===== src/rtl/alu_mc_if.sv =====
// Request/response bundle between the accumulator-side control and the multi-cycle ALU.
interface alu_mc_if #(
    parameter int unsigned W = 8
);
    logic         start;
    logic [2:0]   op;
    logic [W-1:0] a_in;
    logic [W-1:0] b_in;
    logic         cin;
    logic [W-1:0] result;
    logic [W-1:0] result_hi;
    logic         carry;
    logic         zero;
    logic         neg;
    logic         busy;
    logic         done;

    modport master (
        output start, op, a_in, b_in, cin,
        input  result, result_hi, carry, zero, neg, busy, done
    );

    modport slave (
        input  start, op, a_in, b_in, cin,
        output result, result_hi, carry, zero, neg, busy, done
    );
endinterface


===== src/rtl/alu_mc.sv =====
// Multi-cycle ALU: single-cycle logic/arith ops, iterative shifts by s, and
// an iterative W x W -> 2W unsigned multiply behind a start/busy/done handshake.
module alu_mc #(
    parameter  int unsigned W  = 8,
    localparam int unsigned SW = $clog2(W)
) (
    input logic     CLK,
    input logic     Reset,
    alu_mc_if.slave bus
);
    localparam int unsigned CW = SW + 1;

    localparam logic [0:0] IDLE = 1'b0;
    localparam logic [0:0] EXEC = 1'b1;

    localparam logic [2:0] OP_ADD = 3'd0;
    localparam logic [2:0] OP_SUB = 3'd1;
    localparam logic [2:0] OP_AND = 3'd2;
    localparam logic [2:0] OP_OR  = 3'd3;
    localparam logic [2:0] OP_XOR = 3'd4;
    localparam logic [2:0] OP_SHL = 3'd5;
    localparam logic [2:0] OP_SHR = 3'd6;
    localparam logic [2:0] OP_MUL = 3'd7;

    logic [0:0]     state, state_d;
    logic [CW-1:0]  count, count_d;
    logic [2:0]     op_q, op_d;
    logic [W-1:0]   a_q, a_d;
    logic [W-1:0]   b_q, b_d;
    logic           cin_q, cin_d;
    logic [2*W-1:0] prod, prod_d;
    logic [W-1:0]   result, result_d;
    logic [W-1:0]   result_hi, result_hi_d;
    logic           carry, carry_d;
    logic           zero, zero_d;
    logic           neg, neg_d;
    logic           done, done_d;

    logic [W:0]     sum, diff, mac;
    logic [W-1:0]   shl_q, shr_q;
    logic [2*W-1:0] prod_step;
    logic           fin, fin_carry;
    logic [W-1:0]   fin_lo, fin_hi;

    // Next-state, datapath step and output-register update
    always_comb begin
        state_d     = state;
        count_d     = count;
        op_d        = op_q;
        a_d         = a_q;
        b_d         = b_q;
        cin_d       = cin_q;
        prod_d      = prod;
        result_d    = result;
        result_hi_d = result_hi;
        carry_d     = carry;
        zero_d      = zero;
        neg_d       = neg;
        done_d      = 1'b0;
        fin         = 1'b0;
        fin_carry   = 1'b0;
        fin_lo      = '0;
        fin_hi      = '0;

        sum       = {1'b0, bus.a_in} + {1'b0, bus.b_in} + (W+1)'(bus.cin);
        diff      = {1'b0, bus.a_in} - {1'b0, bus.b_in};
        shl_q     = {a_q[W-2:0], cin_q};
        shr_q     = {cin_q, a_q[W-1:1]};
        // Right-shifting multiplier: add multiplicand into the upper half, then shift
        mac       = {1'b0, prod[2*W-1:W]} + (b_q[0] ? {1'b0, a_q} : (W+1)'(0));
        prod_step = {mac, prod[W-1:1]};

        if (state == IDLE) begin
            if (bus.start) begin
                op_d  = bus.op;
                a_d   = bus.a_in;
                b_d   = bus.b_in;
                cin_d = bus.cin;
                case (bus.op)
                    OP_ADD: begin fin = 1'b1; fin_lo = sum[W-1:0];  fin_carry = sum[W];   end
                    OP_SUB: begin fin = 1'b1; fin_lo = diff[W-1:0]; fin_carry = ~diff[W]; end
                    OP_AND: begin fin = 1'b1; fin_lo = bus.a_in & bus.b_in; end
                    OP_OR:  begin fin = 1'b1; fin_lo = bus.a_in | bus.b_in; end
                    OP_XOR: begin fin = 1'b1; fin_lo = bus.a_in ^ bus.b_in; end
                    OP_SHL, OP_SHR: begin
                        if (bus.b_in[SW-1:0] == '0) begin
                            fin    = 1'b1;
                            fin_lo = bus.a_in;
                        end else begin
                            state_d = EXEC;
                            count_d = CW'(bus.b_in[SW-1:0]);
                        end
                    end
                    OP_MUL: begin
                        state_d = EXEC;
                        count_d = CW'(W);
                        prod_d  = '0;
                    end
                    default: ;
                endcase
            end
        end else begin
            count_d = count - CW'(1);
            case (op_q)
                OP_SHL: begin
                    a_d = shl_q;
                    if (count == CW'(1)) begin
                        fin = 1'b1; fin_lo = shl_q; fin_carry = a_q[W-1]; state_d = IDLE;
                    end
                end
                OP_SHR: begin
                    a_d = shr_q;
                    if (count == CW'(1)) begin
                        fin = 1'b1; fin_lo = shr_q; fin_carry = a_q[0]; state_d = IDLE;
                    end
                end
                OP_MUL: begin
                    prod_d = prod_step;
                    b_d    = {1'b0, b_q[W-1:1]};
                    if (count == CW'(1)) begin
                        fin     = 1'b1;
                        fin_lo  = prod_step[W-1:0];
                        fin_hi  = prod_step[2*W-1:W];
                        state_d = IDLE;
                    end
                end
                default: begin
                    state_d = IDLE;
                    count_d = '0;
                end
            endcase
        end

        if (fin) begin
            result_d    = fin_lo;
            result_hi_d = fin_hi;
            carry_d     = fin_carry;
            zero_d      = ({fin_hi, fin_lo} == '0);
            neg_d       = fin_lo[W-1];
            done_d      = 1'b1;
        end
    end

    // State and output registers, synchronous active-low reset
    always_ff @(posedge CLK) begin
        if (!Reset) begin
            state     <= IDLE;
            count     <= '0;
            op_q      <= '0;
            a_q       <= '0;
            b_q       <= '0;
            cin_q     <= 1'b0;
            prod      <= '0;
            result    <= '0;
            result_hi <= '0;
            carry     <= 1'b0;
            zero      <= 1'b0;
            neg       <= 1'b0;
            done      <= 1'b0;
        end else begin
            state     <= state_d;
            count     <= count_d;
            op_q      <= op_d;
            a_q       <= a_d;
            b_q       <= b_d;
            cin_q     <= cin_d;
            prod      <= prod_d;
            result    <= result_d;
            result_hi <= result_hi_d;
            carry     <= carry_d;
            zero      <= zero_d;
            neg       <= neg_d;
            done      <= done_d;
        end
    end

    assign bus.result    = result;
    assign bus.result_hi = result_hi;
    assign bus.carry     = carry;
    assign bus.zero      = zero;
    assign bus.neg       = neg;
    assign bus.busy      = (state == EXEC);
    assign bus.done      = done;
endmodule


===== src/flat_wrapper.sv =====
// flat-port wrapper written by rule: the top's interface ports become plain ports
module alu_mc_flat 
#(
    parameter  int unsigned W  = 8,
    localparam int unsigned SW = $clog2(W)
)
  (CLK, Reset, bus_start, bus_op, bus_a_in, bus_b_in, bus_cin, bus_result, bus_result_hi, bus_carry, bus_zero, bus_neg, bus_busy, bus_done);
  alu_mc_if #(.W(W)) bus_i ();
  input logic CLK;
  input logic Reset;
  input wire logic [$bits(bus_i.start)-1:0] bus_start;
  input wire logic [$bits(bus_i.op)-1:0] bus_op;
  input wire logic [$bits(bus_i.a_in)-1:0] bus_a_in;
  input wire logic [$bits(bus_i.b_in)-1:0] bus_b_in;
  input wire logic [$bits(bus_i.cin)-1:0] bus_cin;
  output wire logic [$bits(bus_i.result)-1:0] bus_result;
  output wire logic [$bits(bus_i.result_hi)-1:0] bus_result_hi;
  output wire logic [$bits(bus_i.carry)-1:0] bus_carry;
  output wire logic [$bits(bus_i.zero)-1:0] bus_zero;
  output wire logic [$bits(bus_i.neg)-1:0] bus_neg;
  output wire logic [$bits(bus_i.busy)-1:0] bus_busy;
  output wire logic [$bits(bus_i.done)-1:0] bus_done;
  assign bus_i.start = bus_start;
  assign bus_i.op = bus_op;
  assign bus_i.a_in = bus_a_in;
  assign bus_i.b_in = bus_b_in;
  assign bus_i.cin = bus_cin;
  assign bus_result = bus_i.result;
  assign bus_result_hi = bus_i.result_hi;
  assign bus_carry = bus_i.carry;
  assign bus_zero = bus_i.zero;
  assign bus_neg = bus_i.neg;
  assign bus_busy = bus_i.busy;
  assign bus_done = bus_i.done;
  alu_mc #(.W(W)) u_core (.CLK(CLK), .Reset(Reset), .bus(bus_i));
endmodule

===== config.mk =====
export PLATFORM = sky130hd
export DESIGN_NAME = alu_mc_flat
export DESIGN_NICKNAME = d
export VERILOG_FILES = /design/src/rtl/alu_mc_if.sv /design/src/rtl/alu_mc.sv /design/src/flat_wrapper.sv
export SDC_FILE = /design/constraint.sdc
export NUM_CORES = 1
export LEC_CHECK = 0
export BUFFER_PORTS_ARGS = -buffer_cell sky130_fd_sc_hd__buf_2
export CAP_MARGIN = 20
export CORE_ASPECT_RATIO = 0.5
export CORE_MARGIN = 10
export CORE_UTILIZATION = 33
export DETAILED_ROUTE_END_ITERATION = 8
export GPL_ROUTABILITY_DRIVEN = 0
export PLACE_DENSITY_LB_ADDON = 0.12
export SYNTH_ARGS = -nofsm -noshare
export SYNTH_HDL_FRONTEND = slang
export SYNTH_SLANG_ARGS = --single-unit

===== constraint.sdc =====
create_clock -name CLK -period 3.35 [get_ports CLK]
set_input_delay 0.335 -clock CLK [delete_from_list [all_inputs] [get_ports CLK]]
set_output_delay 0.335 -clock CLK [all_outputs]
set_load 0.1 [all_outputs]

* Yosys cells after proc, flatten, opt, wreduce, memory -nomap -nowiden
Index checks and enable logic that the tools add are counted.
Storage, ports and cells: register bits after elaboration 61, output and inout bits 21, word-level logic and storage cells 97
Cells by class: add/subtract/negate cells 5, eq/ne operators 14, multiplexer cells 46, bitwise operators 5, reduce and logical (&&, ||, !) cells 14
Operators with widths (count):
- two-way mux 8 bit | 15
- two-way mux 16 bit | 4
- case mux 8 bit (6 select lines) | 1
- case mux 8 bit (3 select lines) | 1
- equality test 3 bit, second input constant | 7
- logical NOT 16 bit | 1
- two-way mux 4 bit | 4
- case mux 8 bit (2 select lines) | 1
- two-way mux 1 bit | 15
- adder 8 x 8 -> 9 bit | 1
- adder 8 x 9 -> 9 bit | 1
- adder 9 x 1 -> 9 bit | 1
- subtractor 8 x 8 -> 9 bit | 1
- AND 8 bit | 1
- OR 8 bit | 1
- case mux 1 bit (2 select lines) | 4
- case mux 4 bit (2 select lines) | 1
- XOR 8 bit | 1
- equality test 3 x 2 -> 1 bit, second input constant | 2
- logical NOT 3 bit | 2
- AND reduction 2 bit | 3
- AND reduction 3 bit | 2
- OR reduction 5 bit | 1
- equality test 4 x 1 -> 1 bit, second input constant | 1
- other kinds (10) | 12

* Logic depth before layout (Yosys ltp)
Gate-level depths: netlist (run 1).
depth in word-level cells 6, mapped depth 11, gate-level depth less buffers 11

* Least setup slack after synthesis (run 1)
Ideal clock, no wire load.
path type register to register, start register u_core.state, in the netlist u_core.bus.busy, end register u_core.zero, in the netlist u_core.bus.zero, setup time 0.121 ns, arrival time 2.547 ns, setup slack 0.682 ns, cell stages (with the launch flop) 9, clock period less this slack 2.668 ns, path through dfxtp_1 -> buf_2 -> nand4_1 -> nor2_2 -> o211ai_1 -> a2111oi_0 -> a211oi_1 -> o2111ai_1 -> o21ai_1
Between the ends: cells in the longest elaborated chain, start to end 2, elaborated cells on any way between the ends 4, classes of those cells mux: 3; reduce/logical: 1
Ends and longest elaborated chain:
- start, declared | line alu_mc.sv:25 | logic [0:0] state, state_d;
- start signal, assigned | line alu_mc.sv:161 | state <= state_d;
- two-way mux 8 bit | line alu_mc.sv:73 | if (state == IDLE) begin
- logical NOT 16 bit | line alu_mc.sv:138 | zero_d = ({fin_hi, fin_lo} == '0);
- end signal, assigned | line alu_mc.sv:171 | zero <= zero_d;
- end, declared | line alu_mc.sv:35 | logic zero, zero_d;
Parallel ways exist; a longest one is shown, timed or not. A chain may end at the register's enable or synchronous reset.

* Final worst setup path (run 1)
start register u_core.b_q[0], end register u_core.zero, in the netlist u_core.bus.zero
Between the ends: cells in the longest elaborated chain, start to end 6, elaborated cells on any way between the ends 9, classes of those cells add/sub: 1; mux: 7; reduce/logical: 1
Ends and longest elaborated chain:
- start, declared | line alu_mc.sv:29 | logic [W-1:0] b_q, b_d;
- start signal, assigned | line alu_mc.sv:151 | b_q <= '0;
- start signal, assigned | line alu_mc.sv:165 | b_q <= b_d;
- two-way mux 8 bit (*) | line alu_mc.sv:70 | mac = {1'b0, prod[2*W-1:W]} + (b_q[0] ? {1'b0, a_q} : (W+1)'(0));
- adder 8 x 9 -> 9 bit (*) | line alu_mc.sv:70
- two-way mux 8 bit | line alu_mc.sv:120 | if (count == CW'(1)) begin
- case mux 8 bit (3 select lines) or two-way mux 8 bit (tied branches) | line alu_mc.sv:104 | case (op_q)
- two-way mux 8 bit | line alu_mc.sv:73
- logical NOT 16 bit (*) | line alu_mc.sv:138
Every way passes the cells marked *; elsewhere a longest branch is shown, timed or not.

==> summary.md, run 1 <==
| Metric | Value |
|---|---|
| Ys async rst share | 0% |
| Top FF cell, synth | dfxtp_1 |
| DR vias/cell | 5.489 |
| Arrival @ worst endpoint | 3.28 ns |
| Via count | 4265 |
| Cts repair resizes | 0 |
| Critical path's top delay family | simple AND/OR/NAND/NOR gates |
| Synthesized flop and latch total | 59 |
| CTS Buffer Depth | 2 |
| IO Pins | 44 |
| CTS Hold Bufs | 0 |
| Antenna-violating nets left | 0 |
| FF-to-FF setup slack | 0.33 ns |
| Hold Path End | u_core.b_q[7] |
| Clk root buf | clkbuf_16 |
| Die area | 19050 µm² |
| CP peak stage delay | 0.52 ns |
| Core area | 13480 µm² |
| Initial DRT Pass Iterations | 5 |
| Area Growth Syn to Fin | 13.85% |
| Final net count | 660 |
| Starting DRT DRC Count | 369 |
| Setup CP Type | flop to flop |
| First-pass GRT wire length | 23140 µm |
| Pwr Density | 440.6 nW/µm² |
| Critical path fanouts, max | 9 |
| DRC | 0 |
| Element type at the critical path start | flop |
| WL final | 14440 µm |
| Row cnt | 30 |
| RSZ-0062 raised after global routing | no |
| Worst VDD drop | 239.0 µV |
| Wire per inst | 18.59 µm |
| Launch point of the worst reg-to-reg path | u_core.b_q[0] |
| Setup TNS | 0 ns |
| Relative slew margins | 54.12% |
| Worst R2R End | u_core.bus.zero |
| Initial antenna violation count | 0 |
| Grt total ovfl | 0 |
| Initial Util | 33.52% |
| Hold/Removal Path Class | primary input to flop |
| Vias in the first global route | 4062 |
| CTS clock-pin slew for the worst setup and hold paths | 0.06 ns |
| Detailed placer's ending HPWL | 10920 µm |
| Number of buffers added for setup after CTS | 0 |
| Crit-path slowest cell | or4_1 |
| TritonCTS sink count | 59 |
| Status | complete, no violations |
| Largest net degree at the start of global routing | 32 |
| Syn. warnings | 0 |
| H-tree lvl count | 3 |
| Fraction of layout cells with a size suffix above 1 | 13.81% |
| Final Critical Period | 3.021 ns |
| Cells after Synth | 575 |
| Fill count | 1411 |
| Final setup fails | 0 |
| Core Util, Final | 38.16% |
| Clock Skews | 0.008920 ns |
| Static leakage | 2.152 nW |
| Worst Path Buf+Inv | 0 |
| Final max-slew violation count | 0 |
| Fin Hold WS | 0.2691 ns |
| Hold Fails Final Rpt | 0 |
| Die Width | 185.5 µm |
| Cell area after synthesis | 4517 µm² |
| Tot GR Track Use | 15.43% |
| CP Depth | 10 |
| Post-Synthesis Net Count | 639 |
| Register area share after synthesis | 26.15% |
| CTS Buf Count | 9 |
| Slew @ Worst Pin | 0.6872 ns |
| Yosys cell types | 71 |
| EDFF count, synth | 0 |
| Min-delay src | bus_b_in[7] |
| Die height | 102.7 µm |
| Diodes inserted | 0 |
| CTS tree | yes |
| Critical Path RT | 3.61 ns |
| Worst hold path depth | 3 |
| FF-to-FF path depth | 10 |
| Maximum clock rate | 331.0 MHz |
| Post-route clock period utilization | 90.19% |
| # Max-Cap Violations | 0 |
| Worst skew pair latency | 0.34 ns |
| Synth Area per Inst | 7.855 µm² |
| CP Capture Type | flop |
| Port Buffers | 43 |
| Critical path cell sequence | and2_1 > ha_1 > fa_1 > a211oi_1 > nor2_1 > xor2_1 > or4_1 > o31ai_1 > nand4b_1 > o21ai_1 |
kinds of logic (layout without fill, tap and decap cells):
kind of cell | after synthesis | in the layout | synth area share (%)
buffers and inverters | 77 | 103 | 7.285
AND/OR/NAND/NOR | 199 | 199 | 20.91
adder cells (fa/ha/maj) | 41 | 41 | 12.02
XOR/XNOR | 11 | 11 | 2.133
AO/OA/AOI/OAI | 161 | 161 | 24.82
multiplexers | 27 | 27 | 6.676
flip-flops | 59 | 59 | 26.15
power breakdown:
part | total [mW] | switching, mW | internal, mW
clock network | 1.02 | 0.348 | 0.672
registers | 0.770 | 0.0364 | 0.734
logic | 0.476 | 0.323 | 0.153
area by class of cell:
class	instances	area, µm²	share of cell area, %
Timing Repair Buffer	52	282.8	5.499
Clock inverter	4	73.82	1.436
Inverter	35	131.4	2.555
Multi-Input combinational cell	439	3007	58.47
Sequential cell	59	1181	22.97
Tap cell	176	220.2	4.282
Clock buffer	12	246.5	4.793
worst register-to-register path: stages (launching register included):
cell	delay [ns]
dfxtp_1	0.35
and2_1	0.17
ha_1	0.22
fa_1	0.43
a211oi_1	0.32
nor2_1	0.10
xor2_1	0.17
or4_1	0.52
o31ai_1	0.40
nand4b_1	0.14
o21ai_1	0.14
per-stage QoR:
step	cell area, µm²	power, mW	worst slack, ns	cells
floorplan	4517	1.127	0.6822	575
global placement	4822	1.259	0.4430	761
detailed placement	4822	1.257	0.4258	761
CTS	5142	2.284	0.3957	777
global route	5142	2.364	0.09743	777
finish	5142	2.266	0.3288	777
flip-flops by register name, indices dropped and copies added (netlist names):
name,cells
u_core.bus.neg,1
u_core.a_q,8
u_core.bus.done,1
u_core.bus.zero,1
u_core.prod,15
u_core.bus.carry,1
u_core.bus.busy,1
u_core.bus.result_hi,8
u_core.count,4
u_core.op_q,3
u_core.cin_q,1
u_core.b_q,8
u_core.bus.result,7
placed cells by master, fill, tap and decap left out, types with 3 or more instances in the layout:
master,n
dfxtp_1,59
o22ai_1,6
o21bai_1,3
o31ai_1,3
mux2_2,5
and2_1,11
nor4_1,3
nand2_1,45
nand2b_1,7
o21ai_0,14
nand4_1,5
a221oi_1,3
nor2b_1,6
o211ai_1,3
buf_2,43
nand3_1,10
nor3b_1,3
xnor2_1,5
buf_4,9
a22oi_1,28
a21oi_1,39
fa_1,4
inv_1,34
a2111oi_0,5
xor2_1,6
nor3_1,13
o21a_1,3
nand3b_1,5
mux2i_1,20
ha_1,37
a211oi_1,22
nor2_1,77
clkbuf_16,9
a31oi_1,5
synth_stat cells (4+ instances only):
cell	n	area, µm²
inv_1	34	127.6
fa_1	4	80.08
nand4_1	5	31.28
nor2b_1	6	37.54
a2111oi_0	5	43.79
xnor2_1	5	43.79
ha_1	37	462.9
a22oi_1	28	210.2
a21oi_1	39	195.2
mux2i_1	20	200.2
o21ai_0	14	70.07
nand3_1	10	50.05
dfxtp_1	59	1181
nor2_1	77	289.0
xor2_1	6	52.55
nand2b_1	7	43.79
clkbuf_1	27	101.4
nor3_1	13	65.06
a31oi_1	5	31.28
nand2_1	45	168.9
mux2_2	5	56.30
a211oi_1	22	165.2
buf_2	8	40.04
o22ai_1	6	37.54
nand3b_1	5	37.54
and2_1	11	68.82
layer usage:
layer | global-route usage, % | vias to the layer above | part of all wire, %
li1 | - | 2118 | -
met1 | 21.24 | 2020 | 51
met2 | 23.16 | 114 | 42
met3 | 4.784 | 13 | 6.1
met4 | 2.978 | 0 | 0.80
met5 | 0 | - | 0
how the worst max path moves through the flow:
stage | endpoint | start
3_5_place_dp | u_core.bus.zero | u_core.b_q[0]
3_3_place_gp | u_core.bus.zero | u_core.b_q[0]
6_report | u_core.bus.zero | u_core.b_q[0]
4_1_cts | u_core.bus.zero | u_core.b_q[0]
5_1_grt | u_core.bus.zero | u_core.b_q[0]
2_1_floorplan | u_core.bus.zero | u_core.bus.busy
(Power assumes the default switching activity.)
==> run 2: changes to the inputs <==
==> constraint.sdc (replaced) <==
create_clock -name CLK -period 3.35 [get_ports CLK]
set_input_delay 0.8375 -clock CLK [delete_from_list [all_inputs] [get_ports CLK]]
set_output_delay 0.8375 -clock CLK [all_outputs]
set_load 0.1 [all_outputs]
==> summary.md, run 2 (synthesis results as in run 1) <==
| Metric | Value |
|---|---|
| Status | complete, no violations |
| FF-to-FF setup slack | 0.27 ns (-0.06 ns) |
| Die Width | 185.5 µm (unchanged) |
| Largest net degree at the start of global routing | 30 (-6.3%) |
| Worst R2R End | u_core.bus.zero |
| First-pass GRT wire length | 23370 µm (+1.0%) |
| Starting DRT DRC Count | 263 (-29%) |
| Area Growth Syn to Fin | 16.98% |
| Multi-input gate area | 3007 µm² (unchanged) |
| Die area | 19050 µm² (unchanged) |
| Final setup fails | 0 (unchanged) |
| Initial antenna violation count | 0 (unchanged) |
| Number of buffers added for setup after CTS | 0 (unchanged) |
| Commonest non-fill, non-tap cell in the layout | nor2_1 |
| Min-delay src | u_core.bus.result[3] |
| CTS Hold Bufs | 0 (unchanged) |
| Relative slew margins | 55.28% (+1.2 points) |
| Die height | 102.7 µm (unchanged) |
| CTS clock-pin slew for the worst setup and hold paths | 0.05 ns (about the same) |
| CP peak stage delay | 0.44 ns (-0.08 ns) |
| Antenna-violating nets left | 0 (unchanged) |
| Final net count | 682 (+3.3%) |
| Final max-slew violation count | 0 (unchanged) |
| Initial DRT Pass Iterations | 5 (unchanged) |
| Core area | 13480 µm² (unchanged) |
| Max reg flops | 15 (unchanged) |
| Vias in the first global route | 4177 (+2.8%) |
| Hold/Removal Path Class | flop to flop |
| Largest reg by FF count | u_core.prod |
| Row cnt | 30 (unchanged) |
| Pwr Density | 417.9 nW/µm² (-5.2%) |
| Pwr Total | 2.208 mW (-2.6%) |
| H-tree lvl count | 3 (unchanged) |
| RSZ-0062 raised after global routing | no |
| Element type at the critical path start | flop |
| Cts repair resizes | 0 (unchanged) |
| Critical Path RT | 3.62 ns (about the same) |
| # Max-Cap Violations | 0 (unchanged) |
| Hold Fails Final Rpt | 0 (unchanged) |
| TritonCTS sink count | 59 (unchanged) |
| Static leakage | 2.239 nW (+4.0%) |
| Detailed placer's ending HPWL | 11300 µm (+3.5%) |
| Clk root buf | clkbuf_16 |
| Crit path launch | u_core.b_q[0] |
| CTS tree | yes |
| FF-to-FF path depth | 11 (+1) |
| Clock Skews | 0.006138 ns (-0.002782 ns) |
| Grt total ovfl | 0 (unchanged) |
| Placed cell count | 783 (+2.9%) |
| CP Depth | 11 (+1) |
| Launch point of the worst reg-to-reg path | u_core.b_q[0] |
| Arrival @ worst endpoint | 3.34 ns (+0.06 ns) |
| Tot GR Track Use | 15.52% (+0.096 points) |
| Setup CP Type | flop to flop |
| Fraction of layout cells with a size suffix above 1 | 16.85% (+3.0 points) |
| Critical path's top delay family | compound AO/OA/AOI/OAI gates |
| Initial Util | 33.52% (unchanged) |
| Diodes inserted | 0 (unchanged) |
| DR vias/cell | 5.365 (-2.3%) |
| Fill count | 1421 (+0.71%) |
| Hold Path End | u_core.bus.result[3] |
| CTS Buf Count | 9 (unchanged) |
| Wire per inst | 18.38 µm (-1.1%) |
| WL final | 14690 µm (+1.7%) |
| Slew @ Worst Pin | 0.6624 ns (-0.02481 ns) |
| Worst skew pair latency | 0.33 ns (about the same) |
| Worst Path Buf+Inv | 1 (+1) |
| CTS Buffer Depth | 2 (unchanged) |
| Critical path fanouts, max | 9 (unchanged) |
| Maximum clock rate | 325.0 MHz (-1.8%) |
| Setup TNS | 0 ns (unchanged) |
| Final Critical Period | 3.077 ns (+0.05540 ns) |
| CP Capture Type | flop |
| IO Pins | 44 (unchanged) |
| Port Buffers | 43 (unchanged) |
| Via count | 4287 (+0.52%) |
| Post-route insts no fill | 799 (+2.8%) |
| DRC | 0 (unchanged) |
| Crit-path slowest cell | fa_1 |
| Critical path cell sequence | and2_1 > ha_1 > fa_1 > a211oi_1 > nor3b_1 > o21a_1 > o41a_1 > o31ai_1 > buf_4 > nand4b_1 > o21ai_1 |
| Post-route clock period utilization | 91.84% (+1.7 points) |
| Worst VDD drop | 226.6 µV (-5.2%) |
| Sequential Area | 1181 µm² (unchanged) |
| Worst hold path depth | 2 (-1) |
| Most frequent cells in the layout | nor2_1 (77), dfxtp_1 (59), nand2_1 (45), buf_2 (43), a21oi_1 (39) |
[run 2: report_power, final]
group | leakage, nW | internal [mW] | switching (mW)
clock | 0.139 | 0.595 | 0.339
sequential | 0.482 | 0.734 | 0.0377
combinational | 1.62 | 0.175 | 0.328
total | 2.24 | 1.50 | 0.704
[run 2: how the worst max path moves through the flow]
| stage | endpoint | slack (ns) |
|---|---|---|
| after global placement | u_core.bus.zero | 0.17 |
| final | u_core.bus.zero | 0.27 |
| after floorplan | u_core.bus.zero | 0.44 |
| after detailed placement | u_core.bus.zero | 0.11 |
| after CTS | u_core.bus.zero | 0.28 |
| after global routing | u_core.bus.zero | 0.05 |
[run 2: final cells by class]
cell class / instances / area share, %
tap: 176 / 4.168
sequential: 59 / 22.35
clock buffer: 12 / 4.665
inverter: 35 / 2.486
multi-input combinational: 439 / 56.90
clock inverter: 4 / 0.9472
timing repair buffer: 74 / 8.477
[run 2: stage by stage]
step | hold WS (ns) | utilization [%] | area (µm²) | setup WS, ns
2_1_floorplan | 0.4363 | - | 4517 | 0.4373
6_report | 0.4575 | 39.21 | 5284 | 0.2734
3_5_place_dp | 0.4512 | 37.01 | 4987 | 0.1141
5_1_grt | 0.4836 | 39.21 | 5284 | 0.04636
3_3_place_gp | 0.4424 | 37.01 | 4987 | 0.1660
4_1_cts | 0.4583 | 39.21 | 5284 | 0.2767
[run 2: routing by layer]
| layer | up-vias | share of wire [%] | global-route usage [%] |
|---|---|---|---|
| met4 | 0 | 0.75 | 2.916 |
| met1 | 2036 | 53 | 22.19 |
| met3 | 13 | 4.3 | 3.166 |
| met5 | - | 0 | 0 |
| li1 | 2152 | - | - |
| met2 | 86 | 42 | 23.52 |
[run 2: worst register-to-register path: stages, from the launching register on]
cell	delay, ns
dfxtp_1	0.40
and2_1	0.21
ha_1	0.23
fa_1	0.44
a211oi_1	0.32
nor3b_1	0.16
o21a_1	0.23
o41a_1	0.37
o31ai_1	0.25
buf_4	0.17
nand4b_1	0.10
o21ai_1	0.12
==> run 3: changes to the inputs <==
--- a/config.mk
+++ b/config.mk
@@ -5,12 +5,12 @@
 export SDC_FILE = /design/constraint.sdc
 export NUM_CORES = 1
 export LEC_CHECK = 0
-export BUFFER_PORTS_ARGS = -buffer_cell sky130_fd_sc_hd__buf_2
 export CAP_MARGIN = 20
 export CORE_ASPECT_RATIO = 0.5
 export CORE_MARGIN = 10
 export CORE_UTILIZATION = 33
 export DETAILED_ROUTE_END_ITERATION = 8
+export DONT_BUFFER_PORTS = 1
 export GPL_ROUTABILITY_DRIVEN = 0
 export PLACE_DENSITY_LB_ADDON = 0.12
 export SYNTH_ARGS = -nofsm -noshare
==> constraint.sdc (replaced) <==
create_clock -name CLK -period 2.6 [get_ports CLK]
set_input_delay 0.65 -clock CLK [delete_from_list [all_inputs] [get_ports CLK]]
set_output_delay 0.65 -clock CLK [all_outputs]
set_load 0.1 [all_outputs]
==> summary.md, run 3 (synthesis results as in run 1) <==
| Metric | Value |
|---|---|
| Status | finished, violations left |
| Violated checks | setup timing |
| Max reg flops | 15 (unchanged) |
| IO Pins | 44 (unchanged) |
| Starting DRT DRC Count | 281 (+6.8%) |
| Initial Util | 33.52% (unchanged) |
| Critical Path RT | 2.86 ns (-0.76 ns) |
| Commonest non-fill, non-tap cell in the layout | buf_4 |
| CTS Buffer Depth | 2 (unchanged) |
| Critical path's top delay family | simple AND/OR/NAND/NOR gates |
| H-tree lvl count | 3 (unchanged) |
| Internal power | 2.101 mW (+40%) |
| Multi-input gate area | 3073 µm² (+2.2%) |
| Setup CP Type | flop to flop |
| DRC | 0 (unchanged) |
| CTS Buf Count | 9 (unchanged) |
| Element type at the critical path start | flop |
| Relative slew margins | 53.49% (-1.8 points) |
| # Max-Cap Violations | 0 (unchanged) |
| Via count | 4454 (+3.9%) |
| Static leakage | 2.392 nW (+6.8%) |
| Hold/Removal Path Class | primary input to flop |
| Wire per inst | 18.44 µm (+0.31%) |
| Antenna-violating nets left | 0 (unchanged) |
| Initial DRT Pass Iterations | 5 (unchanged) |
| Final max-slew violation count | 0 (unchanged) |
| TritonCTS sink count | 59 (unchanged) |
| FF-to-FF setup slack | -0.05 ns (-0.32 ns) |
| Critical path fanouts, max | 2 (-7) |
| Worst skew pair latency | 0.33 ns (about the same) |
| Vias in the first global route | 4252 (+1.8%) |
| Grt total ovfl | 0 (unchanged) |
| Worst Path Buf+Inv | 1 (unchanged) |
| Crit path launch | u_core.b_q[0] |
| Reg power frac | 33.4% (-1.5 points) |
| Row cnt | 30 (unchanged) |
| Area Growth Syn to Fin | 25.48% |
| Sequential Area | 1185 µm² (+0.32%) |
| Pwr Density | 524.0 nW/µm² (+25%) |
| Slew @ Worst Pin | 0.6889 ns (+0.02649 ns) |
| Logic pwr share | 22.0% (-0.8 points) |
| Fraction of layout cells with a size suffix above 1 | 22.05% (+5.2 points) |
| Fill count | 1389 (-2.3%) |
| Design Area, Final | 5668 µm² (+7.3%) |
| Clk root buf | clkbuf_16 |
| CTS clock-pin slew for the worst setup and hold paths | 0.05 ns (about the same) |
| First-pass GRT wire length | 24470 µm (+4.7%) |
| Launch point of the worst reg-to-reg path | u_core.b_q[0] |
| Die area | 19050 µm² (unchanged) |
| Min-delay src | Reset |
| Final worst-path setup slack | -0.04560 ns (-0.3190 ns) |
| Detailed placer's ending HPWL | 11560 µm (+2.3%) |
| Worst VDD drop | 297.8 µV (+31%) |
| WL final | 15120 µm (+2.9%) |
| Core area | 13480 µm² (unchanged) |
| Sw Ratio | 29.24% (-2.7 points) |
| CTS tree | yes |
| Clock Skews | 0.003295 ns (-0.002843 ns) |
| Post-route clock period utilization | 101.8% (+9.9 points) |
| Clk pwr share | 44.6% (+2.3 points) |
| Largest net degree at the start of global routing | 40 (+33%) |
| CP peak stage delay | 0.51 ns (+0.07 ns) |
| DR vias/cell | 5.432 (+1.2%) |
| Maximum clock rate | 378.0 MHz (+16%) |
| P_sw | 0.8685 mW (+23%) |
| Tot GR Track Use | 16.32% (+0.80 points) |
| Final setup fails | 1 (+1) |
| Port Buffers | 0 (-100%) |
| Die Width | 185.5 µm (unchanged) |
| Fin Hold WS | 0.4445 ns (-0.01302 ns) |
| Most frequent cells in the layout | buf_4 (93), nor2_1 (77), dfxtp_1 (56), nand2_1 (45), a21oi_1 (39) |
| Initial antenna violation count | 0 (unchanged) |
| Final Critical Period | 2.646 ns (-0.4310 ns) |
| Hold Fails Final Rpt | 0 (unchanged) |
| Die height | 102.7 µm (unchanged) |
| Final net count | 703 (+3.1%) |
| Crit-path slowest cell | or4_1 |
| CP Capture Type | flop |
| Placed inst area | 5278 µm² (+5.8%) |
| RSZ-0062 raised after global routing | yes |
| Diodes inserted | 0 (unchanged) |
| Critical path cell sequence | and2_4 > ha_4 > fa_2 > a211oi_4 > nor2_1 > xor2_1 > or4_1 > o31ai_2 > buf_4 > nand4b_1 > o21ai_1 |
| Arrival @ worst endpoint | 2.91 ns (-0.43 ns) |
| Largest reg by FF count | u_core.prod |
| CTS Hold Bufs | 0 (unchanged) |
==> run 3: timing repair <==
item	4_1_cts	5_1_grt
pin swaps	3	3
resized for setup	5	8
setup endpoints to repair	1	1
setup buffers	0	0
gates cloned	0	0
==> run 3: final timing paths <==
kind                                              to  cells past startpoint
worst max register to register       u_core.bus.zero                     11
worst max-delay path                 u_core.bus.zero                     11
worst min-delay path                  u_core.bus.neg                      1
worst min register to register  u_core.bus.result[0]                      2
==> run 3: power groups by stage <==
stage                     Clock, mW  Sequential (mW)  Combinational [mW]
final                          1.33            0.992               0.653
after global routing           1.40            0.997               0.715
after CTS                      1.34            0.991               0.650
after detailed placement          0             1.01               0.647
after global placement            0             1.01               0.647
after floorplan                   0             1.08               0.372
==> run 3: final cells by class <==
cell class,count,area share (%)
inverters,35,2.318
repair buffers,95,12.87
multi-input cells,439,54.22
flip-flops and latches,59,20.91
clock inverters,4,1.280
clock buffers,12,4.525
well taps,176,3.885
==> run 3: routing by layer <==
metal	vias up	GRT usage [%]	wire length (µm)	share of wire (%)
li1	2198	-	-	-
met3	14	4.186	944	6.2
met2	115	24.82	6667	44
met1	2127	22.62	7363	49
met5	-	0	0	0
met4	0	3.536	142	0.94
==> run 3: worst register-to-register path, delay by kind of cell, from the launching register on <==
kind	cells	cell delay [ns]
buf+inv	1	0.16
simple gates	4	0.85
flops	1	0.32
compound gates	3	0.55
xor+xnor	1	0.15
fa+ha+maj	2	0.54
==> run 3: per-stage QoR <==
step / setup TNS (ns) / instances / power, mW / setup slack [ns] / util (%)
6_report: -0.04560 / 820 / 2.970 / -0.04560 / 42.06
4_1_cts: -0.1033 / 820 / 2.984 / -0.1033 / 41.71
3_3_place_gp: -0.6237 / 804 / 1.657 / -0.1891 / 39.16
2_1_floorplan: -0.01309 / 575 / 1.453 / -0.01309 / -
3_5_place_dp: -0.7602 / 804 / 1.656 / -0.2109 / 39.16
5_1_grt: -0.2003 / 820 / 3.107 / -0.2003 / 42.06
